<file path="src/rtl/debug_pkg.sv">
// Shared definitions for the LCD debug-display sequencer: FSM states, ASCII
// constants and nibble-to-hex conversion.
package debug_pkg;

    typedef enum logic [2:0] {
        StIdle,
        StClear,
        StWaitClr,
        StSel,
        StSend,
        StWaitAck,
        StDone
    } seq_state_e;

    localparam logic [7:0] COLON = 8'h3A;
    localparam logic [7:0] SPACE = 8'h20;
    localparam logic [7:0] ZERO  = 8'h30;

    // Uppercase hex digit for a 4-bit value.
    function automatic logic [7:0] nib2ascii(input logic [3:0] n);
        return (n < 4'd10) ? ZERO + {4'h0, n} : 8'h37 + {4'h0, n};
    endfunction

endpackage

</file>
<file path="src/rtl/debug_display_seq_if.sv">
// Character/clear handshake between the debug sequencer and lcd_control.
interface debug_display_seq_if;
    logic       write_start;
    logic [7:0] data_out;
    logic       clr_lcd;
    logic       write_done;

    modport master (output write_start, output data_out, output clr_lcd, input write_done);
    modport slave  (input write_start, input data_out, input clr_lcd, output write_done);
endinterface

</file>
<file path="src/rtl/edge_sync.sv">
// Two-flop synchroniser followed by a registered rising-edge pulse.
module edge_sync (
    input  logic clk,
    input  logic rst,
    input  logic din,
    output logic pulse
);
    logic s1_q, s2_q, s3_q, pulse_q;

    always_ff @(posedge clk or posedge rst) begin
        if (rst) begin
            s1_q    <= 1'b0;
            s2_q    <= 1'b0;
            s3_q    <= 1'b0;
            pulse_q <= 1'b0;
        end else begin
            s1_q    <= din;
            s2_q    <= s1_q;
            s3_q    <= s2_q;
            pulse_q <= s2_q & ~s3_q;
        end
    end

    assign pulse = pulse_q;
endmodule

</file>
<file path="src/rtl/debug_display_seq.sv">
// Snapshots probe channels on a trigger (or periodically) and streams them as
// "L:HH " text to lcd_control, with one-deep trigger queueing and overrun flag.
module debug_display_seq
    import debug_pkg::*;
#(
    parameter int unsigned             NUM_CH      = 4,
    parameter int unsigned             CH_W        = 8,
    parameter logic [NUM_CH*8-1:0]     LABELS      = "OYXA",
    parameter logic [23:0]             REFRESH_CYC = 24'd5_000_000
) (
    input  logic                   clk,
    input  logic                   rst,
    input  logic                   init_done,
    input  logic                   trigger,
    input  logic                   mode,
    input  logic [NUM_CH-1:0]      ch_mask,
    input  logic [NUM_CH*CH_W-1:0] ch_data,
    debug_display_seq_if.master    lcd,
    output logic                   busy,
    output logic [15:0]            frame_cnt,
    output logic                   overrun
);
    localparam int unsigned ND      = CH_W / 4;
    localparam int unsigned SEQ_LEN = ND + 3;
    localparam int unsigned IDX_W   = $clog2(NUM_CH + 1);
    localparam int unsigned CHR_W   = $clog2(SEQ_LEN + 1);

    seq_state_e              state_q, state_d;
    logic [IDX_W-1:0]        ch_idx_q, ch_idx_d;
    logic [CHR_W-1:0]        chr_q, chr_d;
    logic [NUM_CH-1:0]       mask_sh_q, mask_sh_d;
    logic [NUM_CH*CH_W-1:0]  data_sh_q, data_sh_d;
    logic                    busy_q, busy_d;
    logic [15:0]             frame_cnt_q, frame_cnt_d;
    logic                    overrun_q, overrun_d;
    logic                    pending_q, pending_d;
    logic                    consumed_q, consumed_d;
    logic                    frame_mode_q, frame_mode_d;
    logic [23:0]             refresh_q, refresh_d;

    logic                    trig_p;
    logic                    write_start, clr_lcd;
    logic [7:0]              data_out, cur_char;
    logic                    found;
    logic [IDX_W-1:0]        next_ch;
    logic [CH_W-1:0]         sel_data;
    logic [7:0]              sel_label;
    logic [3:0]              nib;
    logic                    start, pend_eff, eff_mode, refresh_hit;

    edge_sync u_trig_sync (
        .clk   (clk),
        .rst   (rst),
        .din   (trigger),
        .pulse (trig_p)
    );

    // Lowest displayed channel at or above ch_idx in the snapshot mask.
    always_comb begin
        found   = 1'b0;
        next_ch = '0;
        for (int i = NUM_CH - 1; i >= 0; i--) begin
            if (mask_sh_q[i] && (IDX_W'(i) >= ch_idx_q)) begin
                found   = 1'b1;
                next_ch = IDX_W'(i);
            end
        end
    end

    always_comb begin
        sel_data  = '0;
        sel_label = SPACE;
        nib       = '0;
        for (int i = 0; i < NUM_CH; i++) begin
            if (IDX_W'(i) == ch_idx_q) begin
                sel_data  = data_sh_q[i*CH_W +: CH_W];
                sel_label = LABELS[i*8 +: 8];
            end
        end
        for (int k = 0; k < ND; k++) begin
            if (chr_q == CHR_W'(k + 2)) nib = sel_data[CH_W - 4 - 4*k +: 4];
        end
        if (chr_q == '0)                        cur_char = sel_label;
        else if (chr_q == CHR_W'(1))            cur_char = COLON;
        else if (chr_q == CHR_W'(SEQ_LEN - 1))  cur_char = SPACE;
        else                                    cur_char = nib2ascii(nib);
    end

    assign refresh_hit = (refresh_q == REFRESH_CYC - 24'd1);
    assign start = (state_q == StIdle) && init_done &&
                   (mode ? refresh_hit : (trig_p || pending_q));
    // A pending trigger being retired this cycle no longer blocks a new one.
    assign pend_eff = pending_q & ~((state_q == StDone) & consumed_q);
    assign eff_mode = (state_q == StIdle) ? mode : frame_mode_q;

    always_comb begin
        state_d      = state_q;
        ch_idx_d     = ch_idx_q;
        chr_d        = chr_q;
        mask_sh_d    = mask_sh_q;
        data_sh_d    = data_sh_q;
        busy_d       = busy_q;
        frame_cnt_d  = frame_cnt_q;
        overrun_d    = overrun_q;
        pending_d    = pend_eff;
        consumed_d   = consumed_q;
        frame_mode_d = frame_mode_q;
        refresh_d    = mode ? (refresh_hit ? 24'd0 : refresh_q + 24'd1) : 24'd0;
        write_start  = 1'b0;
        clr_lcd      = 1'b0;
        data_out     = SPACE;

        if (trig_p && !eff_mode && !((state_q == StIdle) && init_done)) begin
            if (pend_eff) overrun_d = 1'b1;
            else          pending_d = 1'b1;
        end

        unique case (state_q)
            StIdle: begin
                if (start) begin
                    mask_sh_d    = ch_mask;
                    data_sh_d    = ch_data;
                    busy_d       = 1'b1;
                    ch_idx_d     = '0;
                    frame_mode_d = mode;
                    consumed_d   = ~mode & pending_q;
                    state_d      = StClear;
                end
            end
            StClear: begin
                clr_lcd = 1'b1;
                state_d = StWaitClr;
            end
            StWaitClr: if (lcd.write_done) state_d = StSel;
            StSel: begin
                if (found) begin
                    ch_idx_d = next_ch;
                    chr_d    = '0;
                    state_d  = StSend;
                end else begin
                    state_d  = StDone;
                end
            end
            StSend: begin
                write_start = 1'b1;
                data_out    = cur_char;
                state_d     = StWaitAck;
            end
            StWaitAck: begin
                if (lcd.write_done) begin
                    if (chr_q == CHR_W'(SEQ_LEN - 1)) begin
                        chr_d    = '0;
                        ch_idx_d = ch_idx_q + IDX_W'(1);
                        state_d  = StSel;
                    end else begin
                        chr_d    = chr_q + CHR_W'(1);
                        state_d  = StSend;
                    end
                end
            end
            StDone: begin
                frame_cnt_d = frame_cnt_q + 16'd1;
                busy_d      = 1'b0;
                consumed_d  = 1'b0;
                state_d     = StIdle;
            end
            default: state_d = StIdle;
        endcase
    end

    always_ff @(posedge clk or posedge rst) begin
        if (rst) begin
            state_q      <= StIdle;
            ch_idx_q     <= '0;
            chr_q        <= '0;
            mask_sh_q    <= '0;
            data_sh_q    <= '0;
            busy_q       <= 1'b0;
            frame_cnt_q  <= '0;
            overrun_q    <= 1'b0;
            pending_q    <= 1'b0;
            consumed_q   <= 1'b0;
            frame_mode_q <= 1'b0;
            refresh_q    <= '0;
        end else begin
            state_q      <= state_d;
            ch_idx_q     <= ch_idx_d;
            chr_q        <= chr_d;
            mask_sh_q    <= mask_sh_d;
            data_sh_q    <= data_sh_d;
            busy_q       <= busy_d;
            frame_cnt_q  <= frame_cnt_d;
            overrun_q    <= overrun_d;
            pending_q    <= pending_d;
            consumed_q   <= consumed_d;
            frame_mode_q <= frame_mode_d;
            refresh_q    <= refresh_d;
        end
    end

    assign lcd.write_start = write_start;
    assign lcd.clr_lcd     = clr_lcd;
    assign lcd.data_out    = data_out;
    assign busy            = busy_q;
    assign frame_cnt       = frame_cnt_q;
    assign overrun         = overrun_q;
endmodule

</file>
<file path="src/flat_wrapper.sv">
// flat-port wrapper written by rule: the top's interface ports become plain ports
module debug_display_seq_flat import debug_pkg::*;
#(
    parameter int unsigned             NUM_CH      = 4,
    parameter int unsigned             CH_W        = 8,
    parameter logic [NUM_CH*8-1:0]     LABELS      = "    ",
    parameter logic [23:0]             REFRESH_CYC = 24'd5_000_000
)
  (clk, rst, init_done, trigger, mode, ch_mask, ch_data, busy, frame_cnt, overrun, lcd_write_start, lcd_data_out, lcd_clr_lcd, lcd_write_done);
  debug_display_seq_if lcd_i ();
  input  logic clk;
  input  logic rst;
  input  logic init_done;
  input  logic trigger;
  input  logic mode;
  input  logic [NUM_CH-1:0] ch_mask;
  input  logic [NUM_CH*CH_W-1:0] ch_data;
  output logic busy;
  output logic [15:0] frame_cnt;
  output logic overrun;
  output wire logic [$bits(lcd_i.write_start)-1:0] lcd_write_start;
  output wire logic [$bits(lcd_i.data_out)-1:0] lcd_data_out;
  output wire logic [$bits(lcd_i.clr_lcd)-1:0] lcd_clr_lcd;
  input wire logic [$bits(lcd_i.write_done)-1:0] lcd_write_done;
  assign lcd_write_start = lcd_i.write_start;
  assign lcd_data_out = lcd_i.data_out;
  assign lcd_clr_lcd = lcd_i.clr_lcd;
  assign lcd_i.write_done = lcd_write_done;
  debug_display_seq #(.NUM_CH(NUM_CH), .CH_W(CH_W), .LABELS(LABELS), .REFRESH_CYC(REFRESH_CYC)) u_core (.clk(clk), .rst(rst), .init_done(init_done), .trigger(trigger), .mode(mode), .ch_mask(ch_mask), .ch_data(ch_data), .lcd(lcd_i), .busy(busy), .frame_cnt(frame_cnt), .overrun(overrun));
endmodule
</file>
<file path="config.mk">
export PLATFORM = sky130hd
export DESIGN_NAME = debug_display_seq_flat
export DESIGN_NICKNAME = d
export VERILOG_FILES = /design/src/rtl/debug_pkg.sv /design/src/rtl/debug_display_seq_if.sv /design/src/rtl/edge_sync.sv /design/src/rtl/debug_display_seq.sv /design/src/flat_wrapper.sv
export SDC_FILE = /design/constraint.sdc
export NUM_CORES = 1
export LEC_CHECK = 0
export ABC_AREA = 1
export CAP_MARGIN = 5
export CORE_ASPECT_RATIO = 0.6
export CORE_MARGIN = 2
export CORE_UTILIZATION = 46
export CTS_BUF_LIST = sky130_fd_sc_hd__clkbuf_8
export DETAILED_ROUTE_END_ITERATION = 16
export PLACE_DENSITY_LB_ADDON = 0.05
export SLEW_MARGIN = 10
export SYNTH_ARGS = -nofsm -noshare
export SYNTH_HDL_FRONTEND = slang
export SYNTH_SLANG_ARGS = --single-unit
</file>
<file path="constraint.sdc">
create_clock -name clk -period 4.83 [get_ports clk]
set_input_delay 0.483 -clock clk [delete_from_list [all_inputs] [get_ports clk]]
set_output_delay 0.483 -clock clk [all_outputs]
set_load 0.005 [all_outputs]
</file>
# Word level (Yosys, flattened, before mapping)
# Cells that the tools add are included.
# W data, S select, Z words.
dict set report word_totals {
  reg_bits 94
  out_inout_bits 28
  elab_cells 121
}
dict set report classes {
  n_mux 45
  n_bitwise 7
  n_reduce_logical 23
  order_cmp 5
  add_sub_neg 6
  n_eq_ne 19
}
# op n
set op_table {}
lappend op_table {{$mux W8} 9}
lappend op_table {{$mux W24} 2}
lappend op_table {{$mux W3} 14}
lappend op_table {{$add A24 B1 Y24 const B} 1}
lappend op_table {{$eq A24 B23 Y1 const B} 1}
lappend op_table {{$pmux W3 S6} 1}
lappend op_table {{$add A16 B1 Y16 const B} 1}
lappend op_table {{$add A6 B4 Y7 const A} 2}
lappend op_table {{$eq A3 B2 Y1 const B} 4}
lappend op_table {{$eq A3 B3 Y1 const B} 4}
lappend op_table {{$mux W1} 11}
lappend op_table {{$logic_not A3 Y1} 3}
lappend op_table {{$pmux W3 S3} 1}
lappend op_table {{$logic_and A1 B1 Y1} 8}
lappend op_table {{$mux W4} 2}
lappend op_table {{$add A3 B1 Y3 const B} 2}
lappend op_table {{$eq A2 B3 Y1 const A} 2}
lappend op_table {{$eq A3 B1 Y1 const B} 2}
lappend op_table {{$ge A1 B3 Y1 const A} 2}
lappend op_table {{$ge A2 B3 Y1 const A} 2}
lappend op_table {{$ne A2 B1 Y1 const B} 3}
lappend op_table {{$pmux W3 S2} 1}
lappend op_table {{$reduce_and A2 Y1} 3}
lappend op_table {{$reduce_and A3 Y1} 2}
lappend op_table {{other kinds (12)} 22}

# Longest topological paths before layout
# Gate-level depths: netlist (run 1).
dict set report depth {
  depth_word 13
  mapped_depth 16
  ltp_nobuf 15
}

# Hierarchy
# From an unflattened synthesis (run 1), not the netlist that was laid out.
dict set report hier_totals {
  cells_unflattened 674
  hier_area_um2 5252.5
}
# mod seq_area_each_um2 cells_each instances area_per_inst_um2
set by_module_without_submodules {}
lappend by_module_without_submodules {debug_display_seq 2252.2 667 1 5138.7}
lappend by_module_without_submodules {edge_sync 100.1 7 1 113.9}

# Worst setup path after synthesis (run 1)
# OpenSTA, ideal clock, no wires.
dict set report synth_timing {
  kind {register -> output}
  startpoint {register u_core.ch_idx_q[0]}
  endpoint {output lcd_data_out[2]}
  required_time_ns 4.347
  path_slack_ns 2.238
  path_stages_with_launch 17
  arrival_ns 2.109
  path_buffers 2
  cell_sequence {dfrtp_1 -> buf_2 -> inv_1 -> ha_1 -> nand2_1 -> buf_2 -> nand3_1 -> nand2_1 -> nand3_1 -> nand2_1 -> inv_1 -> ha_1 -> nand3b_1 -> nand2_1 -> inv_1 -> nor2_1 -> nor2_1}
}
dict set report synth_between {
  elab_chain_cells 13
  word_cells_on_any_way 18
  cone_classes {add/sub (2); order compare (1); eq/ne (3); mux (11); reduce/logical (1)}
}
# element line_no
set synth_rtl {}
lappend synth_rtl {{start: declaration} debug_display_seq.sv:29} ;# logic [IDX_W-1:0] ch_idx_q, ch_idx_d;
lappend synth_rtl {{start signal: assignment} debug_display_seq.sv:187} ;# ch_idx_q <= ch_idx_d;
lappend synth_rtl {{$logic_not A3 Y1} debug_display_seq.sv:75} ;# if (IDX_W'(i) == ch_idx_q) begin
lappend synth_rtl {{$mux W8 (3 in series)} debug_display_seq.sv:75}
lappend synth_rtl {{$mux W8 *} debug_display_seq.sv:75}
lappend synth_rtl {{$mux W4} debug_display_seq.sv:81} ;# if (chr_q == CHR_W'(k + 2)) nib = sel_data[CH_W - 4 - 4*k +: 4];
lappend synth_rtl {{$mux W4 *} debug_display_seq.sv:81}
lappend synth_rtl {{$add A6 B4 Y7 or $lt A4 B4 Y1 (tied branches)} debug_pkg.sv:21} ;# return (n < 4'd10) ? ZERO + {4'h0, n} : 8'h37 + {4'h0, n};
lappend synth_rtl {{$mux W8 *} debug_pkg.sv:21}
lappend synth_rtl {{$mux W8 *} debug_display_seq.sv:85} ;# else if (chr_q == CHR_W'(SEQ_LEN - 1)) cur_char = SPACE;
lappend synth_rtl {{$mux W8 *} debug_display_seq.sv:84} ;# else if (chr_q == CHR_W'(1)) cur_char = COLON;
lappend synth_rtl {{$mux W8 *} debug_display_seq.sv:83} ;# if (chr_q == '0) cur_char = sel_label;
lappend synth_rtl {{$mux W8 *} debug_display_seq.sv:118} ;# unique case (state_q)
lappend synth_rtl {{end: declaration} flat_wrapper.sv:22} ;# output wire logic [$bits(lcd_i.data_out)-1:0] lcd_data_out;
# Mark *: on every way between the ends. The rest lies on a longest branch, timed or not.

# Worst setup path in the final report (run 1)
# Ends and elaborated chain as after synthesis.

==> key figures, run 1 <==
Logic synthesis
  • Post-synth top area cell: dfrtp_1
  • Largest family of logic cells by synthesized area: simple AND/OR/NAND/NOR gates
  • Net count after synthesis: 705
  • Distinct cells, synth: 43
  • Synthesis Warnings: 0
  • Synth Area in XOR/XNOR: 3.55%
  • Ys flop type: dfrtp_1
  • Synth Area in Adders: 2.66%
  • Mapped Avg Cell Area: 7.94 um2
  • Post-synth top area share: 45.5%
  • Number of synthesized register bits: 94
  • Mux contribution to synthesized area: 0%
  • Post-synthesis simple-gate area fraction: 29.8%
  • Cell Area, Synth: 5170 um2
  • Mapped Cells: 652
  • Ranking of synthesized cells by area: dfrtp_1, nand2_1, inv_1, nand3_1, nor2_1
  • Async set or reset register ratio after synthesis: 100%
  • Register area share after synthesis: 45.5%
  • Compound-Gate Fraction of Synth Area: 9.48%
  • EDFF count, synth: 0

Placement
  • Place WS: 1.52 ns
  • Buffers added on ports: 68
  • Gpl congestion: 0.860
  • Dpl cell area: 5940 um2
  • Hpwl dp: 9340 um

Drt
  • DRC: 0
  • Detailed Routing Iterations Pass 1: 5
  • Drt wl/cell: 14.2 um
  • Final antenna-violating net count: 0
  • Via count: 4424
  • WL final: 12200 um
  • Drt initial violations: 362
  • Vias per cell: 5.12

CTS
  • Clk buf depth: 2
  • CTS H-tree lvls: 3
  • Post-CTS setup buffers: 0
  • Clock sinks: 94
  • CTS tree: built
  • Number of buffers created by CTS: 9
  • Worst-path clk slew: 0.10 ns
  • Worst-Skew Late Latency: 0.38 ns
  • Cts hold-fix bufs: 0
  • CTS root buf: clkbuf_8
  • # resized after CTS: 0

Timing
  • Final min period: 3.75 ns
  • Post-route setup slack: 1.08 ns
  • Setup TNS: 0 ns
  • Worst Max-Slew Pin Slew: 1.06 ns
  • Final setup violating endpoints: 0
  • Max Clock Freq: 267 MHz
  • Endpoints failing hold: 0
  • Setup Skew: 0.0112 ns
  • RSZ-0062 raised after global routing: no
  • Relative slew slack: 28.9%
  • Final worst-path cycle share: 77.6%
  • Fin. max-slew vios: 0

Job
  • Max-cap viol count: 0

Critical path
  • Worst EP arrival: 3.27 ns
  • CP required: 4.35 ns
  • Most used cell, CP: nand2_1
  • Crit path buf inv count: 5
  • Dominant delay contributor by cell family on the critical path: simple AND/OR/NAND/NOR gates
  • Slowest stage delay, CP: 0.60 ns
  • Critical Path Fanout Max: 16
  • Worst path slowest cell: dfrtp_1
  • CP endpoint kind: primary output
  • CP Launch Type: register
  • WS Path Type: register to primary output
  • Cell Chain, Critical Path: inv_1, ha_1, nand2_1, o21ai_0, inv_1, nand2_1, nand2_1, nand2_1, inv_1, ha_1, nand3b_1, nand2_1, inv_1, nor2_1, nor2_1, clkdlybuf4s50_1

Global route
  • Met1 GRT Util: 36.2%
  • M2 GR Usage: 26.1%
  • First-pass GRT wire length: 20300 um
  • Tot GR Track Use: 21.5%
  • Busiest grt layer: met1
  • Initial antenna violation count: 0
  • Grt met3 use: 5.53%
  • Vias in the first global route: 3975
  • Total gr overflow: 0
  • Pin count of the biggest net entering global routing: 64

Floorplanning
  • Die W: 141 um
  • CORE AREA: 10800 um2
  • IO Pins: 70
  • Starting Density: 48.0%
  • Die Y: 86.2 um
  • Total Die Area: 12100 um2
  • Rows: 29

Power and ir drop
  • Static leakage: 2.92 nW
  • Peak VDD IR: 0.000209 V
  • Pwr dens: 415 nW/um2

Worst hold path
  • Hold Crit Class: register to register

Outcome
  • Outcome: finished, final reports clean

Finish
  • Final Cell Area: 6140 um2
  • Synthesis-to-finish area growth: 18.6%
  • Layout cells sized above 1: 7.45%
  • Diode count: 0
  • Nets: 773
[placed cells by master, fill, tap and decap left out, types with 10 or more instances in the layout]
cell,synthesis,final
nand4_1,10,10
inv_1,93,93
o21ai_1,29,29
ha_1,11,11
xor2_1,13,13
nand3_1,54,54
nand2_1,150,150
clkdlybuf4s50_1,0,68
a21oi_1,21,21
dfrtp_1,94,94
nor2_1,60,60
o21ai_0,29,29
[synth_stat cells, types with 2 or more instances]
master / n
nor3_1: 9
nand3_1: 54
nor4_1: 4
nand3b_1: 3
o21ai_2: 2
xor2_1: 13
ha_1: 11
inv_1: 93
inv_2: 5
nand4_1: 10
o21a_1: 2
xnor2_1: 8
nor2_1: 60
nand2_1: 150
o21ai_1: 29
nor3_4: 3
buf_4: 4
nand3_2: 8
nor2_4: 3
o21ai_0: 29
nor2_2: 6
dfrtp_1: 94
buf_6: 4
buf_2: 3
nand2_2: 4
o21bai_1: 2
a21oi_1: 21
o22ai_1: 3
[worst register-to-register path: stages, from the launching register on]
cell	delay, ns
dfrtp_1	0.60
inv_1	0.14
ha_1	0.22
nand2_1	0.34
a21oi_1	0.16
a21oi_1	0.17
nand3_1	0.18
nand2_1	0.16
nor2_1	0.09
nand2_2	0.12
nand2_1	0.06
o21ai_1	0.08
[logic make-up (layout without fill, tap and decap cells)]
| logic type | after synthesis | after routing |
|---|---|---|
| xor+xnor | 21 | 21 |
| flops | 94 | 94 |
| buf+inv | 111 | 184 |
| fa+ha+maj | 11 | 11 |
| other cells | 1 | 1 |
| simple gates | 322 | 322 |
| compound gates | 92 | 92 |
[registers in the layout (all words and copies together), names as in the netlist, 3 cells and up]
| signal | count |
|---|---|
| u_core.ch_idx_q | 3 |
| u_core.chr_q | 3 |
| u_core.data_sh_q | 32 |
| u_core.frame_cnt | 16 |
| u_core.mask_sh_q | 4 |
| u_core.refresh_q | 24 |
| u_core.state_q | 3 |
[final cells by class]
cell class / instances / area, um2
clock buffers: 9 / 124
clock inverters: 7 / 71.3
fillers: 998 / 4640
inverters: 99 / 373
multi-input cells: 447 / 2360
flip-flops and latches: 94 / 2350
well taps: 139 / 174
repair buffers: 69 / 688
[routing by layer]
metal | vias to the layer above | share of wire (%)
met1 | 2029 | 57
met3 | 13 | 6.9
li1 | 2227 | -
met5 | - | 0
met2 | 155 | 35
met4 | 0 | 1.1
[per-stage QoR]
stage,util (%),cells,total power [mW],hold WS [ns]
after floorplan,-,652,1.74,0.331
after global placement,55.2,848,1.99,0.337
after CTS,57.0,864,2.55,0.362
after global routing,57.0,864,2.75,0.380
after detailed placement,55.2,848,2.01,0.340
final,57.0,864,2.55,0.359
[path summary, 6_finish.rpt]
check	endpoint	cells past startpoint	start	slack (ns)
worst max-delay path	lcd_data_out[2]	16	u_core.ch_idx_q[0]	1.08
worst min-delay path	u_core.u_trig_sync.s2_q	0	u_core.u_trig_sync.s1_q	0.36
worst max register to register	u_core.ch_idx_q[0]	11	u_core.ch_idx_q[0]	2.45
worst min register to register	u_core.u_trig_sync.s2_q	0	u_core.u_trig_sync.s1_q	0.36
max in group asynchronous	u_core.data_sh_q[26]	3	rst	3.17
min in group asynchronous	u_core.refresh_q[3]	2	rst	0.65
[report_power, final]
part / switching [mW] / internal, mW / total [mW]
logic: 0.565 / 0.333 / 0.898
clock network: 0.297 / 0.240 / 0.537
registers: 0.127 / 0.984 / 1.11
(Power assumes the default switching activity.)
==> inputs of run 2 (changes only) <==
==> constraint.sdc (replaced) <==
create_clock -name clk -period 3.4 [get_ports clk]
set_input_delay 0.34 -clock clk [delete_from_list [all_inputs] [get_ports clk]]
set_output_delay 0.34 -clock clk [all_outputs]
set_load 0.005 [all_outputs]
==> key figures, run 2 (synthesized netlist as in run 1, its figures left out) <==
Outcome
  • Outcome: finished, final reports clean (unchanged)

CTS
  • Cts hold-fix bufs: 0 (unchanged)
  • Clk buf depth: 2 (unchanged)
  • CTS H-tree lvls: 3 (unchanged)
  • Number of buffers created by CTS: 9 (unchanged)
  • Clock sinks: 94 (unchanged)
  • Worst-path clk slew: 0.09 ns (was 0.10 ns)
  • CTS root buf: clkbuf_8 (unchanged)
  • Worst-Skew Late Latency: 0.37 ns (was 0.38 ns)
  • CTS tree: built (unchanged)

Placement
  • Dpl cell area: 5960 um2 (was 5940 um2)
  • Inst Count DP: 849 (was 848)
  • Place WS: 0.396 ns (was 1.52 ns)
  • Buffers added on ports: 68 (unchanged)
  • Hpwl dp: 9640 um (was 9340 um)
  • Gpl congestion: 0.902 (was 0.860)

Floorplanning
  • Rows: 29 (unchanged)
  • Total Die Area: 12100 um2 (unchanged)
  • Die W: 141 um (unchanged)
  • Starting Density: 48.0% (unchanged)
  • IO Pins: 70 (unchanged)
  • CORE AREA: 10800 um2 (unchanged)
  • Die Y: 86.2 um (unchanged)

Finish
  • Layout cells sized above 1: 9.47% (was 7.45%)
  • Most frequent cells in the layout: nand2_1, dfrtp_1, inv_1 (unchanged)
  • Fin util: 57.9% (was 57.0%)
  • Commonest non-fill, non-tap cell in the layout: nand2_1 (unchanged)
  • Top reg by flops: u_core.data_sh_q (unchanged)
  • Synthesis-to-finish area growth: 20.6% (was 18.6%)
  • Fin cells: 868 (was 864)
  • Final Cell Area: 6240 um2 (was 6140 um2)
  • Diode count: 0 (unchanged)
  • Largest register FFs: 32 (unchanged)
  • Nets: 777 (was 773)

Critical path
  • CP Launch Type: register (unchanged)
  • R2r setup slk: 1.07 ns (was 2.45 ns)
  • Register-to-Register Path Depth: 7 (was 11)
  • CP required: 3.06 ns (was 4.35 ns)
  • Reg2Reg Launch Point: u_core.refresh_q[0] (was u_core.ch_idx_q[0])
  • Worst EP arrival: 2.84 ns (was 3.27 ns)
  • WS Path Type: register to primary output (unchanged)
  • CP endpoint kind: primary output (unchanged)
  • Reg-to-reg endpoint: u_core.data_sh_q[4] (was u_core.ch_idx_q[0])
  • Critical Path Start: u_core.ch_idx_q[1] (was u_core.ch_idx_q[0])
  • Critical Path Fanout Max: 7 (was 16)

Timing
  • Worst Max-Slew Pin Slew: 0.864 ns (was 1.06 ns)
  • Relative slew slack: 42.3% (was 28.9%)
  • Max Clock Freq: 314 MHz
  • Fin. max-slew vios: 0 (unchanged)
  • Final setup violating endpoints: 0 (unchanged)
  • Setup TNS: 0 ns (unchanged)
  • Final min period: 3.18 ns
  • Setup Skew: 0.00720 ns (was 0.0112 ns)
  • Post-route setup slack: 0.218 ns (was 1.08 ns)
  • Final worst-path cycle share: 93.6%
  • Minimum hold slack: 0.366 ns (was 0.359 ns)
  • Endpoints failing hold: 0 (unchanged)

Drt
  • Final antenna-violating net count: 0 (unchanged)
  • Detailed Routing Iterations Pass 1: 5 (unchanged)
  • Routed met2 length: 4750 um (was 4330 um)
  • WL final: 12800 um (was 12200 um)
  • Vias per cell: 5.14 (was 5.12)
  • DR WL met3: 808 um (was 840 um)
  • Met1 wire length: 7120 um (was 6950 um)
  • Drt initial violations: 264 (was 362)
  • Drt wl/cell: 14.7 um (was 14.2 um)
  • Via count: 4460 (was 4424)
  • Top sig layer: met4 (unchanged)
  • DRC: 0 (unchanged)

Worst hold path
  • WHS Path Cells: 0 (unchanged)
  • Hold Crit Class: register to register (unchanged)
  • Worst hold endpoint: u_core.u_trig_sync.s2_q (unchanged)
  • Hold_sp: u_core.u_trig_sync.s1_q (unchanged)

Global route
  • Total gr overflow: 0 (unchanged)
  • Pin count of the biggest net entering global routing: 64 (unchanged)
  • Vias in the first global route: 4258 (was 3975)
  • Initial antenna violation count: 0 (unchanged)
  • First-pass GRT wire length: 21500 um (was 20300 um)
  • Tot GR Track Use: 22.7% (was 21.5%)

Power and ir drop
  • Static leakage: 2.95 nW (was 2.92 nW)
  • Tot Pwr: 3.74 mW (was 2.55 mW)
  • Pwr dens: 599 nW/um2 (was 415 nW/um2)
  • Peak VDD IR: 0.000354 V (was 0.000209 V)

Job
  • Max-cap viol count: 0 (unchanged)
==> run 2: where the power goes <==
part / switching (mW) / internal (mW)
registers: 0.169 / 1.40
clock network: 0.426 / 0.349
logic: 0.867 / 0.526
==> run 2: area by class of cell <==
| class | instances | area (um2) |
|---|---|---|
| Multi-Input combinational cell | 447 | 2400 |
| Clock inverter | 7 | 78.8 |
| Fill cell | 985 | 4540 |
| Clock buffer | 9 | 124 |
| Timing Repair Buffer | 73 | 731 |
| Inverter | 99 | 375 |
| Sequential cell | 94 | 2350 |
| Tap cell | 139 | 174 |
==> run 2: how the worst max path moves through the flow <==
stage                            endpoint  depth (start not counted)
after floorplan               u_core.busy                          1
after global placement    lcd_data_out[2]                         15
after detailed placement  lcd_data_out[2]                         15
after CTS                 lcd_data_out[2]                         16
after global routing      lcd_data_out[2]                         16
final                     lcd_data_out[2]                         16
==> run 2: metal layers <==
| layer | GRT usage (%) | up-vias |
|---|---|---|
| li1 | - | 2235 |
| met1 | 38.3 | 2080 |
| met2 | 28.1 | 136 |
| met3 | 5.53 | 9 |
| met4 | 5.09 | 0 |
| met5 | 0 | - |
==> run 2: what timing repair did <==
item	CTS	global route
setup buffers	0	3
gates resized for setup	1	20
pin swaps	0	2
setup endpoints to repair	2	4
==> run 2: worst max-delay path, cell delays in order (launching register included) <==
cell and delay, ns:
dfrtp_2 0.45, buf_4 0.16, nor2_4 0.11, buf_4 0.16, nand3_1 0.09, nand3_1 0.10
nand2_1 0.06, nand3_1 0.11, nand2_2 0.09, inv_1 0.09, ha_1 0.18, nand3b_1 0.12
nand2_1 0.06, inv_1 0.05, nor2_1 0.04, nor2_1 0.11, clkdlybuf4s50_1 0.50
